File: src/rtl/accum_arb_pkg.sv
// -----------------------------------------------------------------------------
// accum_arb_pkg
//   Shared types and helpers for the burst-accumulate arbiter.
//   - accum_arb_state_t : top-level FSM state encoding
//   - rr_next()         : round-robin successor index, wrapping at n
// -----------------------------------------------------------------------------
package accum_arb_pkg;

  typedef enum logic [1:0] {
    IDLE  = 2'd0,
    ACCUM = 2'd1,
    DONE  = 2'd2
  } accum_arb_state_t;

  // Index that follows idx in a ring of n requesters.
  function automatic int unsigned rr_next(input int unsigned idx, input int unsigned n);
    return (idx + 32'd1 >= n) ? 32'd0 : idx + 32'd1;
  endfunction

endpackage

File: src/rtl/add_accum_core.sv
// -----------------------------------------------------------------------------
// add_accum_core
//   WIDTH-bit accumulator with a WIDTH+1-bit adder and a sticky carry flag.
//   Ports:
//     clk     in   clock, all state on posedge
//     reset   in   synchronous active-high reset (clears acc and ovf)
//     clear   in   synchronous clear of acc and ovf (start of a burst)
//     enable  in   add data into acc this cycle
//     data    in   WIDTH-bit addend
//     acc     out  running sum modulo 2**WIDTH
//     ovf     out  set once any add produced a carry out; held until clear
// -----------------------------------------------------------------------------
module add_accum_core #(
  parameter int WIDTH = 4
) (
  input  logic             clk,
  input  logic             reset,
  input  logic             clear,
  input  logic             enable,
  input  logic [WIDTH-1:0] data,
  output logic [WIDTH-1:0] acc,
  output logic             ovf
);

  logic [WIDTH:0] sum;

  // The top bit of the widened sum is the carry out of this beat.
  assign sum = {1'b0, acc} + {1'b0, data};

  // NOTE: state registers use non-blocking (<=) so every flop samples the
  // pre-edge values; blocking here would create order-dependent simulation.
  always_ff @(posedge clk) begin
    if (reset) begin
      acc <= '0;
      ovf <= 1'b0;
    end else if (clear) begin
      acc <= '0;
      ovf <= 1'b0;
    end else if (enable) begin
      acc <= sum[WIDTH-1:0];
      ovf <= ovf | sum[WIDTH];
    end
  end

endmodule

File: src/rtl/accum_burst_arbiter.sv
// -----------------------------------------------------------------------------
// accum_burst_arbiter
//   Shares one add-accumulate datapath between N_REQ requesters. One burst is
//   granted at a time in round-robin order; LEN words from the shared data bus
//   are summed and the sum is returned with a sticky overflow flag and the
//   owning requester ID over a valid/ready result interface.
//   Ports:
//     clk           in   clock, all logic on posedge
//     reset         in   synchronous active-high reset
//     req           in   per-requester burst request (level)
//     len           in   per-requester burst length, slice i = requester i
//     grant         out  one-hot data-bus owner while accumulating
//     data_in       in   shared data bus
//     data_valid    in   data_in valid
//     data_ready    out  accumulator accepting (beat = valid & ready)
//     result        out  burst sum modulo 2**WIDTH
//     result_ovf    out  any beat of the burst carried out
//     result_id     out  requester owning the result
//     result_valid  out  result fields valid
//     result_ready  in   consumer accepts (transfer = valid & ready)
// -----------------------------------------------------------------------------
module accum_burst_arbiter
  import accum_arb_pkg::*;
#(
  parameter int N_REQ = 4,
  parameter int WIDTH = 4,
  parameter int LEN_W = 4
) (
  input  logic                     clk,
  input  logic                     reset,
  input  logic [N_REQ-1:0]         req,
  input  logic [N_REQ*LEN_W-1:0]   len,
  output logic [N_REQ-1:0]         grant,
  input  logic [WIDTH-1:0]         data_in,
  input  logic                     data_valid,
  output logic                     data_ready,
  output logic [WIDTH-1:0]         result,
  output logic                     result_ovf,
  output logic [$clog2(N_REQ)-1:0] result_id,
  output logic                     result_valid,
  input  logic                     result_ready
);

  localparam int ID_W = $clog2(N_REQ);

  accum_arb_state_t state, state_next;

  logic [ID_W-1:0]  rr_ptr;     // highest-priority requester for the next pick
  logic [ID_W-1:0]  id_q;       // owner of the current burst / result
  logic [LEN_W-1:0] count_q;    // beats still to accept in ACCUM

  logic [ID_W-1:0]  scan_idx;
  logic [ID_W-1:0]  pick_id;
  logic [LEN_W-1:0] pick_len;
  logic             any_req;

  logic             core_clear;
  logic             core_en;
  logic [WIDTH-1:0] acc;
  logic             acc_ovf;

  // ---------------------------------------------------------------------------
  // Round-robin pick: first set request bit at or above rr_ptr, with wrap.
  // The scan runs from the farthest offset down to offset 0 so the nearest
  // requester is the last to overwrite pick_id.
  // ---------------------------------------------------------------------------
  always_comb begin
    scan_idx = '0;
    pick_id  = rr_ptr;
    for (int k = N_REQ - 1; k >= 0; k--) begin
      scan_idx = ID_W'((int'(rr_ptr) + k) % N_REQ);
      if (req[scan_idx]) pick_id = scan_idx;
    end
  end

  assign any_req  = |req;
  assign pick_len = len[pick_id*LEN_W +: LEN_W];

  // ---------------------------------------------------------------------------
  // FSM state register
  // ---------------------------------------------------------------------------
  always_ff @(posedge clk) begin
    if (reset) state <= IDLE;
    else       state <= state_next;
  end

  // ---------------------------------------------------------------------------
  // FSM next-state and outputs
  // ---------------------------------------------------------------------------
  // NOTE: every signal written here gets a default first, so no path leaves a
  // value unassigned and no latch is inferred.
  always_comb begin
    state_next   = state;
    grant        = '0;
    data_ready   = 1'b0;
    result_valid = 1'b0;
    core_clear   = 1'b0;
    core_en      = 1'b0;

    unique case (state)
      IDLE: begin
        if (any_req) begin
          core_clear = 1'b1;
          // A zero-length burst skips accumulation and reports an empty sum.
          state_next = (pick_len == '0) ? DONE : ACCUM;
        end
      end

      ACCUM: begin
        grant[id_q] = 1'b1;
        data_ready  = 1'b1;
        if (data_valid) begin
          core_en = 1'b1;
          if (count_q == LEN_W'(1)) state_next = DONE;
        end
      end

      DONE: begin
        result_valid = 1'b1;
        if (result_ready) state_next = IDLE;
      end

      default: state_next = IDLE;
    endcase
  end

  // ---------------------------------------------------------------------------
  // Burst bookkeeping: owner, remaining length, round-robin pointer.
  // req/len are only looked at in IDLE, so mid-burst changes have no effect.
  // ---------------------------------------------------------------------------
  always_ff @(posedge clk) begin
    if (reset) begin
      rr_ptr  <= '0;
      id_q    <= '0;
      count_q <= '0;
    end else begin
      unique case (state)
        IDLE: begin
          if (any_req) begin
            id_q    <= pick_id;
            count_q <= pick_len;
          end
        end
        ACCUM: begin
          if (data_valid) count_q <= count_q - 1'b1;
        end
        DONE: begin
          // Served requester drops to lowest priority once its result leaves.
          if (result_ready) rr_ptr <= ID_W'(rr_next(32'(id_q), N_REQ));
        end
        default: ;
      endcase
    end
  end

  // ---------------------------------------------------------------------------
  // Shared datapath. The accumulator is idle outside ACCUM, so its registers
  // hold the finished sum stable for the whole DONE phase.
  // ---------------------------------------------------------------------------
  add_accum_core #(
    .WIDTH (WIDTH)
  ) u_core (
    .clk    (clk),
    .reset  (reset),
    .clear  (core_clear),
    .enable (core_en),
    .data   (data_in),
    .acc    (acc),
    .ovf    (acc_ovf)
  );

  assign result     = acc;
  assign result_ovf = acc_ovf;
  assign result_id  = id_q;

endmodule
File: config.mk
export PLATFORM = sky130hd
export DESIGN_NAME = accum_burst_arbiter
export DESIGN_NICKNAME = d
export VERILOG_FILES = /design/src/rtl/accum_arb_pkg.sv /design/src/rtl/add_accum_core.sv /design/src/rtl/accum_burst_arbiter.sv
export SDC_FILE = /design/constraint.sdc
export NUM_CORES = 1
export LEC_CHECK = 0
export ABC_AREA = 1
export ABC_CLOCK_PERIOD_IN_PS = 5200
export BUFFER_PORTS_ARGS = -buffer_cell sky130_fd_sc_hd__buf_2
export CAP_MARGIN = 20
export CELL_PAD_IN_SITES_DETAIL_PLACEMENT = 1
export CELL_PAD_IN_SITES_GLOBAL_PLACEMENT = 1
export CORE_ASPECT_RATIO = 1.2
export CORE_UTILIZATION = 37
export DETAILED_ROUTE_END_ITERATION = 10
export PLACE_DENSITY = 0.83
export SLEW_MARGIN = 20
export SYNTH_ARGS = -nofsm -noshare
export SYNTH_HDL_FRONTEND = slang
export SYNTH_SLANG_ARGS = --single-unit
File: constraint.sdc
create_clock -name clk -period 5.2 [get_ports clk]
set_input_delay 0.52 -clock clk [delete_from_list [all_inputs] [get_ports clk]]
set_output_delay 0.52 -clock clk [all_outputs]
set_load 0.005 [all_outputs]
==> impl_summary.md <==
Synthesis
The cell count after synthesis came out at 216. The synthesized design contains 0 enable-type register cells. The prevailing post-synth register cell is dfxtp_1.

Of all flip-flops after synthesis, the portion carrying an async set or reset was 0%. The post-synthesis cell type count is 29. The commonest cells after synthesis are nand2_1 (56), inv_1 (40), nand3_1 (20).

Summing every instance area after synthesis gives 1349 µm². Counting flops and latches in the post-synthesis netlist gives 15. The cell type with the largest total area after synthesis is dfxtp_1.

The number of synthesis warnings is 0. Among all cell types in the netlist, the one instantiated most often is nand2_1. By area the synthesized netlist is led by dfxtp_1 (22%), nand2_1 (16%), inv_1 (11%), ha_1 (9.3%), nand3_1 (7.4%). The post-synthesis net count is 255. The area fraction of the dominant cell type after synthesis is 22.26%.

The average instance in the mapped netlist occupies 6.244 µm². The fraction of the yosys area taken by sequential cells is 22.26%.

Drt
The wire length after detailed routing is 3.450 mm. For this run, the detailed router's first-pass iteration total came to 7. The detailed router finished its first iteration with 35 violations. For this run, design rule violations remaining after detail routing come to 6.

The detail-routed via count per cell is 4.966. In the final routed layout, each cell accounts on average for 11.66 µm. The count of nets left with antenna violations once routing finished came out at 0. The routed via count is 1470.

STA
Setup repair after global routing left no endpoint under its margin. Derived from the worst setup path, the maximum achievable clock frequency is 477.2 MHz. The worst path needs 2.096 ns of the cycle, external delays included. The number of hold-slack violations in the final timing report is 0. The number of slew-limit violations in the final report was 0. The setup-violating endpoint count in the final report is 0.

The worst path uses 40.30% of the clock period. The clock arrives with 0.003246 ns of skew. Setup total negative slack on the finished layout was measured at 0 ns. The measured slew at the worst slew-check pin is 0.7005 ns. The final worst slack is 3.104 ns.

Headroom to the max-slew limit came out at 52.80%.

Status
The final reports fail on DRC. The flow ran to the end, but the final reports show violations.

Min path
The path category of the worst min-delay check is in2reg.

Clock tree
Once the clock tree was built, the resizer swapped 0 gates to a different size. TritonCTS built the clock tree. The CTS H-tree depth is 1.

CTS placed an instance of clkbuf_8 at the clock tree root. The number of buffers inserted during clock tree synthesis is 3. The TritonCTS sink count is 15.

The clock transition time at the flip-flop clock pins of the worst setup and hold paths is 0.06 ns. The number of buffers added for setup after CTS is 0. The maximum clock insertion buffer count is 2. In this run, post-CTS hold repair placed 0 buffers. The later-pin clock latency in the skew report is 0.24 ns.

Floorplan
The core footprint is 3396 µm². Once the floorplan was initialized, standard cells occupied 39.72% of the core. The die area is 3892 µm². After floorplanning, the core was divided into 23 placement rows. The chip height is 68.14 µm. The count of pins on the block boundary is 41. The die extent in x is 57.12 µm.

Global route
The number of antenna violations at the first check in global routing is 0. The via count of the first global-routing pass was 1401. Global routing consumed, over all layers together, 19.41% of the routing resources. The wire length of the first global-routing pass is 6.023 mm.

The maximum number of pins on one net before global-route repair is 11. For this run the aggregate overflow at the end of global routing stands at 0.

Worst setup path
The category of the critical setup timing path is reg2reg. The worst endpoint required time is 5.38 ns. STA classifies the critical path startpoint as a flip-flop.

The kind of end point of the critical path is a flip-flop. The critical path arrival is 2.27 ns. The maximum net fanout on the critical path is 10.

Layout
The area growth from synthesis to layout is 20.78%. The proportion of layout cells with a drive suffix above 1 is 22.39%. The antenna diode count is 0. Measured on the finished design, the core utilization comes to 47.97%. Leaving out filler cells and counting taps, the final layout contains 296. The number of nets in the finished design is 299.

Power and ir drop
IR analysis of the VDD net gives a maximum drop of 0.1770 mV. The power density normalized to cell area is 455.7 nW/µm². Summed over all cells, the static leakage comes to 0.9009 nW. The total chip power is 742.3 µW.

Placement
The HPWL reported at the end of detailed placement is 2.926 mm. The count of placed standard cells including taps is 292. The congestion estimate from routability-driven global placement came to 0.7363. Prior to clock tree synthesis, the placed netlist has a worst setup slack of 3.080 ns. Input and output buffers added on the ports amount to 40.

Job
The max-cap check violation count is 0.
kinds of logic after synthesis:
| logic type | Yosys count | share of synthesized area (%) |
|---|---|---|
| AOI/OAI and AO/OA | 33 | 13.17 |
| and+or+nand+nor | 109 | 38.40 |
| DFF | 15 | 22.26 |
| buffers and inverters | 45 | 13.45 |
| adders and majority gates | 11 | 10.76 |
| xor gates and xnor gates | 3 | 1.948 |
sequential cells by signal (all words and copies together), names as in the netlist:
signal and count:
state 2, count_q 4, u_core.ovf 1, rr_ptr 2, result_id 2, u_core.acc 4
worst max-delay path, stage by stage (launching register included):
cell and delay (ns):
dfxtp_1 0.62, nand2_1 0.17, nand3_1 0.14, nand2_1 0.07, inv_1 0.07, nand2_2 0.06
nand2_4 0.07, nand2_2 0.06, nand2_4 0.11, nand2_4 0.10, nand2_1 0.07, nand3_1 0.07
nand2_1 0.11, nor2_1 0.05, nand2_1 0.07, nand2_1 0.06, a21oi_2 0.13
stage by stage:
stage,hold WS (ns),cell area (µm²)
after floorplan,0.4517,1349
after global placement,0.4693,1584
after detailed placement,0.4962,1584
after CTS,0.4914,1629
after global routing,0.4866,1629
final,0.4847,1629
per-layer routing:
| metal | up-vias | global-route usage, % | share of wire, % |
|---|---|---|---|
| met2 | 29 | 37.65 | 52 |
| met4 | 0 | 4.573 | 0.96 |
| met5 | - | 0 | 0 |
| met1 | 671 | 23.40 | 44 |
| met3 | 4 | 1.134 | 2.3 |
| li1 | 766 | - | - |
final timing paths:
path,slack [ns],from,to,cells past startpoint
worst min-delay path,0.48,reset,rr_ptr[0],2
worst max register to register,3.10,rr_ptr[0],state[0],16
worst max-delay path,3.10,rr_ptr[0],state[0],16
worst min register to register,0.50,u_core.acc[2],u_core.acc[2],2
cells in the final DEF, fill, tap and decap left out, drive strengths merged:
cell and count:
ha 10, nor4 1, o21ai 12, clkinv 1, a211oi 2, xor2 1
nand2 63, buf 40, nor3 1, nor2 17, xnor2 2, clkbuf 4
nand3b 4, a22oi 1, a21oi 17, nand3 22, or2 1, fa 1
dfxtp 15, inv 43, a31oi 1
final cells by class:
cell class                      count  area, µm²
Clock buffer                        4      45.04
Multi-Input combinational cell    156      867.1
Inverter                           44      170.2
Timing Repair Buffer               40      200.2
Sequential cell                    15      300.3
Fill cell                         492       1767
Tap cell                           37      46.29
where the power goes:
group / total [mW] / switching, mW / internal, mW / leakage (nW)
combinational: 0.462 / 0.295 / 0.167 / 0.755
clock: 0.0936 / 0.0394 / 0.0542 / 0.0228
sequential: 0.187 / 0.0374 / 0.149 / 0.123
total: 0.742 / 0.372 / 0.371 / 0.901
Power figures use the tool's default switching activity.
